### config.mk
export PLATFORM = sky130hd
export DESIGN_NAME = multicycle_control_unit
export DESIGN_NICKNAME = d
export VERILOG_FILES = /design/src/rtl/multicycle_control_unit.sv
export SDC_FILE = /design/constraint.sdc
export NUM_CORES = 1
export LEC_CHECK = 0
export CAP_MARGIN = 10
export CORE_MARGIN = 5
export CORE_UTILIZATION = 40
export DETAILED_ROUTE_END_ITERATION = 6
export DONT_BUFFER_PORTS = 1
export SLEW_MARGIN = 20
export SYNTH_ARGS = -nofsm -noshare
export SYNTH_HDL_FRONTEND = slang
export SYNTH_SLANG_ARGS = --single-unit
### constraint.sdc
create_clock -name clk -period 4.69 [get_ports clk]
set_input_delay 0.469 -clock clk [delete_from_list [all_inputs] [get_ports clk]]
set_output_delay 0.469 -clock clk [all_outputs]
set_load 0.005 [all_outputs]
### src/rtl/multicycle_control_unit.sv
// Multi-cycle RV64 control FSM: sequences fetch/decode/execute/memory/writeback,
// waits on the memory handshake with a timeout, and traps on bad opcodes or stalls.
module multicycle_control_unit #(
    parameter int unsigned OPCODE_W    = 7,
    parameter bit          ENABLE_JAL  = 1'b1,
    parameter int unsigned MEM_TIMEOUT = 16
) (
    input  logic                clk,
    input  logic                reset,
    input  logic [OPCODE_W-1:0] Opcode,
    input  logic                zero,
    input  logic                mem_ready,
    output logic                PCWrite,
    output logic                PCWriteCond,
    output logic                IorD,
    output logic                IRWrite,
    output logic                MemRead,
    output logic                MemWrite,
    output logic                MemtoReg,
    output logic                Regwrite,
    output logic                ALUSrcA,
    output logic [1:0]          ALUSrcB,
    output logic [1:0]          ALUOp,
    output logic                PCSource,
    output logic                illegal_instr,
    output logic                mem_fault,
    output logic                instr_retired,
    output logic [3:0]          state_o
);

    localparam int unsigned CNT_W = $clog2(MEM_TIMEOUT + 1);
    localparam logic [CNT_W-1:0] CNT_LIMIT = CNT_W'(MEM_TIMEOUT);

    localparam logic [OPCODE_W-1:0] OP_RTYPE  = OPCODE_W'(7'b0110011);
    localparam logic [OPCODE_W-1:0] OP_ITYPE  = OPCODE_W'(7'b0010011);
    localparam logic [OPCODE_W-1:0] OP_LOAD   = OPCODE_W'(7'b0000011);
    localparam logic [OPCODE_W-1:0] OP_STORE  = OPCODE_W'(7'b0100011);
    localparam logic [OPCODE_W-1:0] OP_BRANCH = OPCODE_W'(7'b1100011);
    localparam logic [OPCODE_W-1:0] OP_JAL    = OPCODE_W'(7'b1101111);

    localparam logic [1:0] SRCB_RS2   = 2'b00;
    localparam logic [1:0] SRCB_FOUR  = 2'b01;
    localparam logic [1:0] SRCB_IMM   = 2'b10;
    localparam logic [1:0] ALUOP_ADD  = 2'b00;
    localparam logic [1:0] ALUOP_BR   = 2'b01;
    localparam logic [1:0] ALUOP_FUNC = 2'b10;

    typedef enum logic [3:0] {
        FETCH    = 4'd0,
        DECODE   = 4'd1,
        MEM_ADDR = 4'd2,
        MEM_RD   = 4'd3,
        WB_MEM   = 4'd4,
        MEM_WR   = 4'd5,
        EXEC_R   = 4'd6,
        EXEC_I   = 4'd7,
        WB_ALU   = 4'd8,
        BRANCH   = 4'd9,
        JUMP     = 4'd10,
        TRAP     = 4'd15
    } state_t;

    state_t           state, state_n;
    logic [CNT_W-1:0] wait_cnt, wait_cnt_n, wait_cnt_inc;
    logic             ill_q, ill_n;
    logic             flt_q, flt_n;
    logic             waiting;
    logic             timed_out;

    // Branch resolution (PCWriteCond & zero) is done in the datapath.
    logic unused_zero;
    assign unused_zero = zero;

    // State, wait counter and sticky trap flags.
    always_ff @(posedge clk) begin
        if (reset) begin
            state    <= FETCH;
            wait_cnt <= '0;
            ill_q    <= 1'b0;
            flt_q    <= 1'b0;
        end else begin
            state    <= state_n;
            wait_cnt <= wait_cnt_n;
            ill_q    <= ill_n;
            flt_q    <= flt_n;
        end
    end

    assign waiting      = ((state == FETCH) || (state == MEM_RD) || (state == MEM_WR)) && !mem_ready;
    assign wait_cnt_inc = wait_cnt + CNT_W'(1);
    // mem_ready on the last allowed cycle wins, since waiting is then false.
    assign timed_out    = waiting && (wait_cnt_inc == CNT_LIMIT);

    // Next state and control strobes.
    always_comb begin
        state_n       = state;
        wait_cnt_n    = '0;
        ill_n         = ill_q;
        flt_n         = flt_q;
        PCWrite       = 1'b0;
        PCWriteCond   = 1'b0;
        IorD          = 1'b0;
        IRWrite       = 1'b0;
        MemRead       = 1'b0;
        MemWrite      = 1'b0;
        MemtoReg      = 1'b0;
        Regwrite      = 1'b0;
        ALUSrcA       = 1'b0;
        ALUSrcB       = SRCB_RS2;
        ALUOp         = ALUOP_ADD;
        PCSource      = 1'b0;
        instr_retired = 1'b0;

        if (waiting) begin
            wait_cnt_n = wait_cnt_inc;
        end

        case (state)
            FETCH: begin
                MemRead = 1'b1;
                ALUSrcB = SRCB_FOUR;
                if (mem_ready) begin
                    IRWrite = 1'b1;
                    PCWrite = 1'b1;
                    state_n = DECODE;
                end else if (timed_out) begin
                    flt_n   = 1'b1;
                    state_n = TRAP;
                end
            end
            DECODE: begin
                ALUSrcB = SRCB_IMM;
                case (Opcode)
                    OP_RTYPE:            state_n = EXEC_R;
                    OP_ITYPE:            state_n = EXEC_I;
                    OP_LOAD, OP_STORE:   state_n = MEM_ADDR;
                    OP_BRANCH:           state_n = BRANCH;
                    OP_JAL: begin
                        if (ENABLE_JAL) begin
                            state_n = JUMP;
                        end else begin
                            ill_n   = 1'b1;
                            state_n = TRAP;
                        end
                    end
                    default: begin
                        ill_n   = 1'b1;
                        state_n = TRAP;
                    end
                endcase
            end
            MEM_ADDR: begin
                ALUSrcA = 1'b1;
                ALUSrcB = SRCB_IMM;
                state_n = (Opcode == OP_LOAD) ? MEM_RD : MEM_WR;
            end
            MEM_RD: begin
                IorD    = 1'b1;
                MemRead = 1'b1;
                if (mem_ready) begin
                    state_n = WB_MEM;
                end else if (timed_out) begin
                    flt_n   = 1'b1;
                    state_n = TRAP;
                end
            end
            WB_MEM: begin
                Regwrite      = 1'b1;
                MemtoReg      = 1'b1;
                instr_retired = 1'b1;
                state_n       = FETCH;
            end
            MEM_WR: begin
                IorD     = 1'b1;
                MemWrite = 1'b1;
                if (mem_ready) begin
                    instr_retired = 1'b1;
                    state_n       = FETCH;
                end else if (timed_out) begin
                    flt_n   = 1'b1;
                    state_n = TRAP;
                end
            end
            EXEC_R: begin
                ALUSrcA = 1'b1;
                ALUSrcB = SRCB_RS2;
                ALUOp   = ALUOP_FUNC;
                state_n = WB_ALU;
            end
            EXEC_I: begin
                ALUSrcA = 1'b1;
                ALUSrcB = SRCB_IMM;
                state_n = WB_ALU;
            end
            WB_ALU: begin
                Regwrite      = 1'b1;
                instr_retired = 1'b1;
                state_n       = FETCH;
            end
            BRANCH: begin
                ALUSrcA       = 1'b1;
                ALUSrcB       = SRCB_RS2;
                ALUOp         = ALUOP_BR;
                PCWriteCond   = 1'b1;
                PCSource      = 1'b1;
                instr_retired = 1'b1;
                state_n       = FETCH;
            end
            JUMP: begin
                Regwrite      = 1'b1;
                PCWrite       = 1'b1;
                PCSource      = 1'b1;
                instr_retired = 1'b1;
                state_n       = FETCH;
            end
            TRAP: begin
                state_n = TRAP;
            end
            default: begin
                state_n = TRAP;
            end
        endcase

        // A cycle with reset asserted never issues strobes or a retire pulse.
        if (reset) begin
            PCWrite       = 1'b0;
            PCWriteCond   = 1'b0;
            IorD          = 1'b0;
            IRWrite       = 1'b0;
            MemRead       = 1'b0;
            MemWrite      = 1'b0;
            MemtoReg      = 1'b0;
            Regwrite      = 1'b0;
            ALUSrcA       = 1'b0;
            ALUSrcB       = SRCB_RS2;
            ALUOp         = ALUOP_ADD;
            PCSource      = 1'b0;
            instr_retired = 1'b0;
        end
    end

    assign illegal_instr = ill_q;
    assign mem_fault     = flt_q;
    assign state_o       = 4'(state);

endmodule

==> summary.md, run 1 <==
| Metric | Value |
|---|---|
| Post-Route WL | 2142 µm |
| Crit-path max FO | 13 |
| # rows | 17 |
| Power, Total | 0.0004567 W |
| Synth Area per Inst | 7.445 µm² |
| VDD IR max | 255.1 µV |
| Total CTS buffers | 3 |
| Largest net degree at the start of global routing | 23 |
| Synthesized flop and latch total | 11 |
| DR WL/cell | 14.98 µm |
| Maximum root-to-sink buffer count | 2 |
| Share of cells above drive strength 1 | 8.696% |
| Met1 Usage GRT | 16.94% |
| Arrival @ worst endpoint | 1.78 ns |
| Distinct cell type count after synthesis | 39 |
| Grt met3 use | 3.167% |
| Busiest grt layer | met2 |
| Slew Viols, Final | 0 |
| Crit-path leading delay family | flip-flops |
| DRT iter0 DRCs | 12 |
| Initial antenna violation count | 0 |
| Clock Latency Late Sink | 0.27 ns |
| Outcome | complete, no violations |
| CP bufs+invs | 1 |
| Synthesis-to-finish area growth | 1.667% |
| Biggest area consumer among synthesized cells | dfxtp_1 |
| CP Cell Sequence | inv_1 -> or3_1 -> a21oi_1 |
| CTS sink count | 11 |
| Startpoint Class | register |
| CTS tree | built |
| Clock Root Buffer | clkbuf_4 |
| DRT Pass-1 Iters | 4 |
| Clock skew | 0.001781 ns |
| Slowest stage delay, CP | 0.61 ns |
| Detailed Place HPWL | 1551 µm |
| Gr usage total | 13.50% |
| Post-CTS resize count | 0 |
| Residual DRC | 0 |
| Critical path endpoint category | output port |
| Worst path required time | 4.22 ns |
| DR vias | 887 |
| Warnings, synthesis | 0 |
| Place WS | 2.727 ns |
| Final hold violation count | 0 |
| Fin util | 41.80% |
| Sequential area share after synthesis | 24.44% |
| Clk slew on worst S/H paths | 0.07 ns |
| Vias in the first global route | 819 |
| CP max stage cell | dfxtp_1 |
| Max Cap Viol | 0 |
| Die area | 3301 µm² |
| Met2 Track Usage GR | 21.29% |
| Post-CTS Setup Inserts | 0 |
| Worst Hold Class | in -> reg |
| Io pins | 32 |
| Slew @ Worst Pin | 0.7677 ns |
| Core area | 2191 µm² |
| Tcrit/Tclk final | 47.96% |
| Routed vias/inst | 6.203 |
| P_leak | 0.3061 nW |
| Total Neg Setup Slack | 0 ns |
| Setup CP Type | reg -> out |
| Die span in y | 57.46 µm |
| Post-synth top area share | 24.44% |
| Diode count | 0 |
| Post-synthesis cell count | 121 |
| GPL Wtd Cong | 0.7172 |
| ANT nets after route | 0 |
| RSZ-0062 raised after global routing | false |
| Hold Buf Count CTS | 0 |
| Net count, final | 129 |
| H-tree level count | 1 |
| Global-route wire length before repair | 3581 µm |
| Initial core utilization | 41.12% |
| Post-layout min period | 2.249 ns |
| Port buffer count | 0 |
| Slew headroom | 48.12% |
| Setup ws final | 2.441 ns |
| Synthesized cell area | 900.9 µm² |
| Dominant cells by area after synthesis | dfxtp_1 24%, nor2_1 5.4%, a21oi_1 5.0% |
| Power per cell area | 498.6 nW/µm² |
| Synthesized net count | 134 |
| Die W | 57.46 µm |
| Fmax | 444.6 MHz |
| GR Overflow Total | 0 |
| Final setup violating endpoints | 0 |
## cells by family (layout without fill, tap and decap cells)
kind of cell	count (synthesis)	after routing	synth area share, %
mux	2	2	2.500
simple gates	56	56	35.14
flops	11	11	24.44
fa+ha+maj	2	2	2.777
xor+xnor	5	5	4.861
buf+inv	15	9	7.362
compound gates	30	30	22.92
## power breakdown
part	total [W]	switching [W]	internal (W)
sequential	0.000188	0.0000741	0.000114
combinational	0.000204	0.000106	0.0000979
clock	0.0000646	0.0000330	0.0000316
total	0.000457	0.000213	0.000244
## worst register-to-register path, delay by kind of cell, from the launching register on
kind             cells  cell delay, ns
AO/OA/AOI/OAI        2            0.46
flip-flops           1            0.82
AND/OR/NAND/NOR      2            0.65
## worst paths after layout
| kind | start | end | slack [ns] | cells past startpoint |
|---|---|---|---|---|
| max | state_o[3] | PCSource | 2.44 | 3 |
| min | reset | illegal_instr | 0.26 | 1 |
| max reg2reg | state_o[1] | state_o[1] | 2.69 | 4 |
| min reg2reg | illegal_instr | illegal_instr | 0.47 | 2 |
## layer usage
layer  wire length, µm  part of all wire (%)
met2               989                    46
met5                 0                     0
met3               119                   5.6
met4                39                   1.8
met1               994                    46
## synth_stat cells, drive strengths merged
library cell / instances
nor2: 13
dfxtp: 11
a21oi: 9
nor3: 8
clkbuf: 7
inv: 5
nand2b: 5
nand3: 5
a31oi: 4
nand2: 4
o21ai: 4
xnor2: 4
a41oi: 3
buf: 3
nand3b: 3
nor2b: 3
nor4: 3
a211o: 2
a41o: 2
ha: 2
mux2: 2
nor4b: 2
or2: 2
or3: 2
a211oi: 1
a21bo: 1
a22o: 1
a311o: 1
and2: 1
and3b: 1
nand4: 1
nor3b: 1
nor4bb: 1
o2111ai: 1
o211ai: 1
or4: 1
xor2: 1
## area by class of cell
cell class              count  area, µm²
fillers                   233       1275
multi-input cells          95      614.3
flip-flops and latches     11      220.2
well taps                  28      35.03
clock buffers               3      22.52
inverters                   5      18.77
clock inverters             1      5.005
## state kept, by name, indices dropped and copies added, names as in the netlist
signal	cells
state_o	4
illegal_instr	1
mem_fault	1
wait_cnt	5
## per-stage QoR
stage	std cells	hold WS [ns]	cell area, µm²
after floorplan	121	0.4421	900.9
after global placement	139	0.4629	888.4
after detailed placement	139	0.4675	888.4
after CTS	143	0.2501	915.9
after global routing	143	0.2447	915.9
final	143	0.2584	915.9
## cell usage in the layout, fill, tap and decap left out, types with 3 or more instances in the layout
cell type | netlist | routed
nand2b_1 | 4 | 4
o21ai_0 | 4 | 4
a21oi_1 | 9 | 9
dfxtp_1 | 11 | 11
nor4_1 | 3 | 3
xnor2_1 | 4 | 4
a41oi_1 | 3 | 3
a31oi_1 | 4 | 4
nand3b_1 | 3 | 3
nand3_1 | 5 | 5
nor2b_1 | 3 | 3
clkbuf_4 | 0 | 3
nand2_1 | 4 | 4
nor2_1 | 13 | 13
nor3_1 | 8 | 8
inv_1 | 5 | 5
No activity file was read; power rests on OpenSTA's default activity.
==> run 2, diff against run 1 <==
--- a/config.mk
+++ b/config.mk
@@ -5,6 +5,7 @@
 export SDC_FILE = /design/constraint.sdc
 export NUM_CORES = 1
 export LEC_CHECK = 0
+export ABC_AREA = 1
 export CAP_MARGIN = 10
 export CORE_MARGIN = 5
 export CORE_UTILIZATION = 40
==> constraint.sdc (replaced) <==
create_clock -name clk -period 1.93 [get_ports clk]
set_input_delay 0.193 -clock clk [delete_from_list [all_inputs] [get_ports clk]]
set_output_delay 0.193 -clock clk [all_outputs]
set_load 0.005 [all_outputs]
==> run 2 against run 1 <==
Against the previous run:
- non-clock buffer count grew 1
- wire length fell by 13%
- synthesized cell count rose by 26%
- clock skew rose by 0.00073 ns
- critical endpoint is now instr_retired
- die area down 4.6%
- clock power up 130%
- sequential share of layout area is 0.47 points higher
- via count down 3.8%
- total power is 130% higher
- flip-flop and latch count is the same
- count of clock-buffer cells in the layout is 1 higher
==> summary.md, run 2 <==
| Metric | Value |
|---|---|
| # rows | 16 |
| WHS Path Cells | 3 |
| Die W | 56.12 µm |
| Post-Route WL | 1860 µm |
| ANT nets after route | 0 |
| DRT Pass-1 Iters | 2 |
| Setup CP Type | reg -> out |
| Async S/R FF share, synth | 0% |
| Dominant cells by area after synthesis | dfxtp_1 26%, nand2_1 17%, nor2_1 14% |
| CP max stage cell | dfxtp_1 |
| Fmax | 592.8 MHz |
| Final hold violation count | 0 |
| Synth Area per Inst | 5.597 µm² |
| Post-CTS Setup Inserts | 0 |
| Final instance area | 903.4 µm² |
| Post-synth top area share | 25.88% |
| Critical path endpoint category | output port |
| CTS tree | built |
| Die span in y | 56.12 µm |
| Post-synthesis cell count | 152 |
| Initial core utilization | 42.50% |
| Routed vias/inst | 4.713 |
| Diode count | 0 |
| Vias in the first global route | 795 |
| GPL Wtd Cong | 0.7957 |
| VDD IR max | 540.1 µV |
| Residual DRC | 0 |
| Hold EP | mem_fault |
| Final setup violating endpoints | 0 |
| CP dominant cell by count | nor2_1 |
| Clock Root Buffer | clkbuf_4 |
| Reg-to-Reg Start | wait_cnt[0] |
| Commonest non-fill, non-tap cells in the layout | 39 x nand2_1, 32 x nor2_1, 26 x inv_1 |
| RSZ-0062 raised after global routing | false |
| Worst Hold Class | in -> reg |
| Worst Reg2Reg Path Length in Cells | 11 |
| Post-synth top cells | 39 x nand2_1, 32 x nor2_1, 26 x inv_1 |
| Max Cap Viol | 0 |
| Synthesized flop and latch total | 11 |
| P_leak | 0.4436 nW |
| Worst path required time | 1.74 ns |
| Maximum root-to-sink buffer count | 2 |
| Share of cells above drive strength 1 | 10.39% |
| Post-synth EDFFs | 0 |
| Outcome | complete, no violations |
| CTS sink count | 11 |
| Arrival @ worst endpoint | 1.49 ns |
| Initial antenna violation count | 0 |
| Synthesis-to-finish area growth | 6.176% |
| Commonest non-fill, non-tap cell in the layout | nand2_1 |
| Top-count cell post-synth | nand2_1 |
| H-tree level count | 1 |
| Register area | 221.5 µm² |
| Tcrit/Tclk final | 87.40% |
| Largest net degree at the start of global routing | 16 |
| Largest reg by FF count | wait_cnt |
| GR Overflow Total | 0 |
| Core area | 2002 µm² |
| DRT iter0 DRCs | 3 |
| Biggest area consumer among synthesized cells | dfxtp_1 |
| DR WL/cell | 10.28 µm |
| Port buffer count | 0 |
| Slew @ Worst Pin | 0.3799 ns |
| Post-layout min period | 1.687 ns |
| Slowest stage delay, CP | 0.46 ns |
| Clock skew | 0.002511 ns |
| Fin util | 45.13% |
| Filler cell count in the final layout | 227 |
| Warnings, synthesis | 0 |
| Synthesized net count | 165 |
| Most used DFF post-synth | dfxtp_1 |
| Power per cell area | 1161 nW/µm² |
| Distinct cell type count after synthesis | 22 |
| Power, Total | 0.001049 W |
| Die area | 3149 µm² |
| Area of the multi-input gates | 503.0 µm² |
| Crit-path max FO | 6 |
| Slew headroom | 74.48% |
| CP Cell Sequence | nand2_1 -> nor2_1 -> inv_1 -> nor2_1 -> a21oi_1 -> o21ai_0 |
| Clk slew on worst S/H paths | 0.06 ns |
| Io pins | 32 |
| Clock Latency Late Sink | 0.26 ns |
| Gr usage total | 12.93% |
| FF-to-FF setup slack | 0.50 ns |
| Synthesized cell area | 850.8 µm² |
| Net count, final | 168 |
| DR vias | 853 |
| Global-route wire length before repair | 3263 µm |
| Slew Viols, Final | 0 |
| Total Neg Setup Slack | 0 ns |
| Startpoint Class | register |
| Largest register FFs | 5 |
| Reg-to-Reg End | state_o[0] |
| Total CTS buffers | 3 |
| Detailed Place HPWL | 1537 µm |
| Hold_sp | mem_ready |
| Sequential area share after synthesis | 25.88% |
| Placed Instance Area | 865.8 µm² |
-- run 2: layout make-up --
class	instances	share of cell area, %
tap	27	3.740
timing repair buffer	1	1.108
clock buffer	4	2.909
multi-input combinational	109	55.68
sequential	11	24.52
inverter	29	12.05
-- run 2: worst max-delay path, delay by kind of cell, from the launching register on --
kind	cells	cell delay, ns
and+or+nand+nor	3	0.49
DFF	1	0.46
AOI/OAI and AO/OA	2	0.20
buffers and inverters	1	0.07
-- run 2: logic make-up (layout without fill, tap and decap cells) --
kind of cell,Yosys count,in the layout,share of synthesized area (%)
AO/OA/AOI/OAI,21,21,13.97
adder cells (fa/ha/maj),2,2,2.941
buffers and inverters,32,34,15.00
AND/OR/NAND/NOR,86,86,42.21
flip-flops,11,11,25.88
-- run 2: metrics by stage --
stage          hold slack [ns]  setup slack (ns)  instances
6_report                0.1818            0.2431        181
5_1_grt                 0.1920           0.07918        181
4_1_cts                 0.1755            0.1577        181
3_5_place_dp            0.2588            0.4502        176
3_3_place_gp            0.2574            0.4552        176
2_1_floorplan           0.4095            0.6532        152
-- run 2: timing repair --
item | CTS | global route
endpoints found under the setup margin | 0 | 1
hold buffers | 1 | 0
hold endpoints to repair | 6 | 0
resized for setup | 0 | 1
-- run 2: worst max-delay path by stage --
stage	startpoint	end	slack, ns	cells after the start
floorplan	state_o[0]	state_o[0]	0.65	11
global placement	state_o[0]	state_o[0]	0.46	8
detailed placement	state_o[0]	state_o[0]	0.45	8
CTS	state_o[0]	instr_retired	0.16	6
global route	state_o[3]	instr_retired	0.08	8
finish	state_o[2]	instr_retired	0.24	6
-- run 2: per-layer routing --
layer	wire length [µm]	GRT usage [%]	vias up
met1	852	15.51	372
met4	20	4.068	0
met5	0	0	-
met2	889	21.37	15
li1	-	-	464
met3	98	4.640	2
-- run 2: report_power, final --
| group | total, W | internal, W | switching [W] |
|---|---|---|---|
| Sequential | 0.000359 | 0.000279 | 0.0000805 |
| Combinational | 0.000540 | 0.000179 | 0.000361 |
| Clock | 0.000149 | 0.0000799 | 0.0000694 |
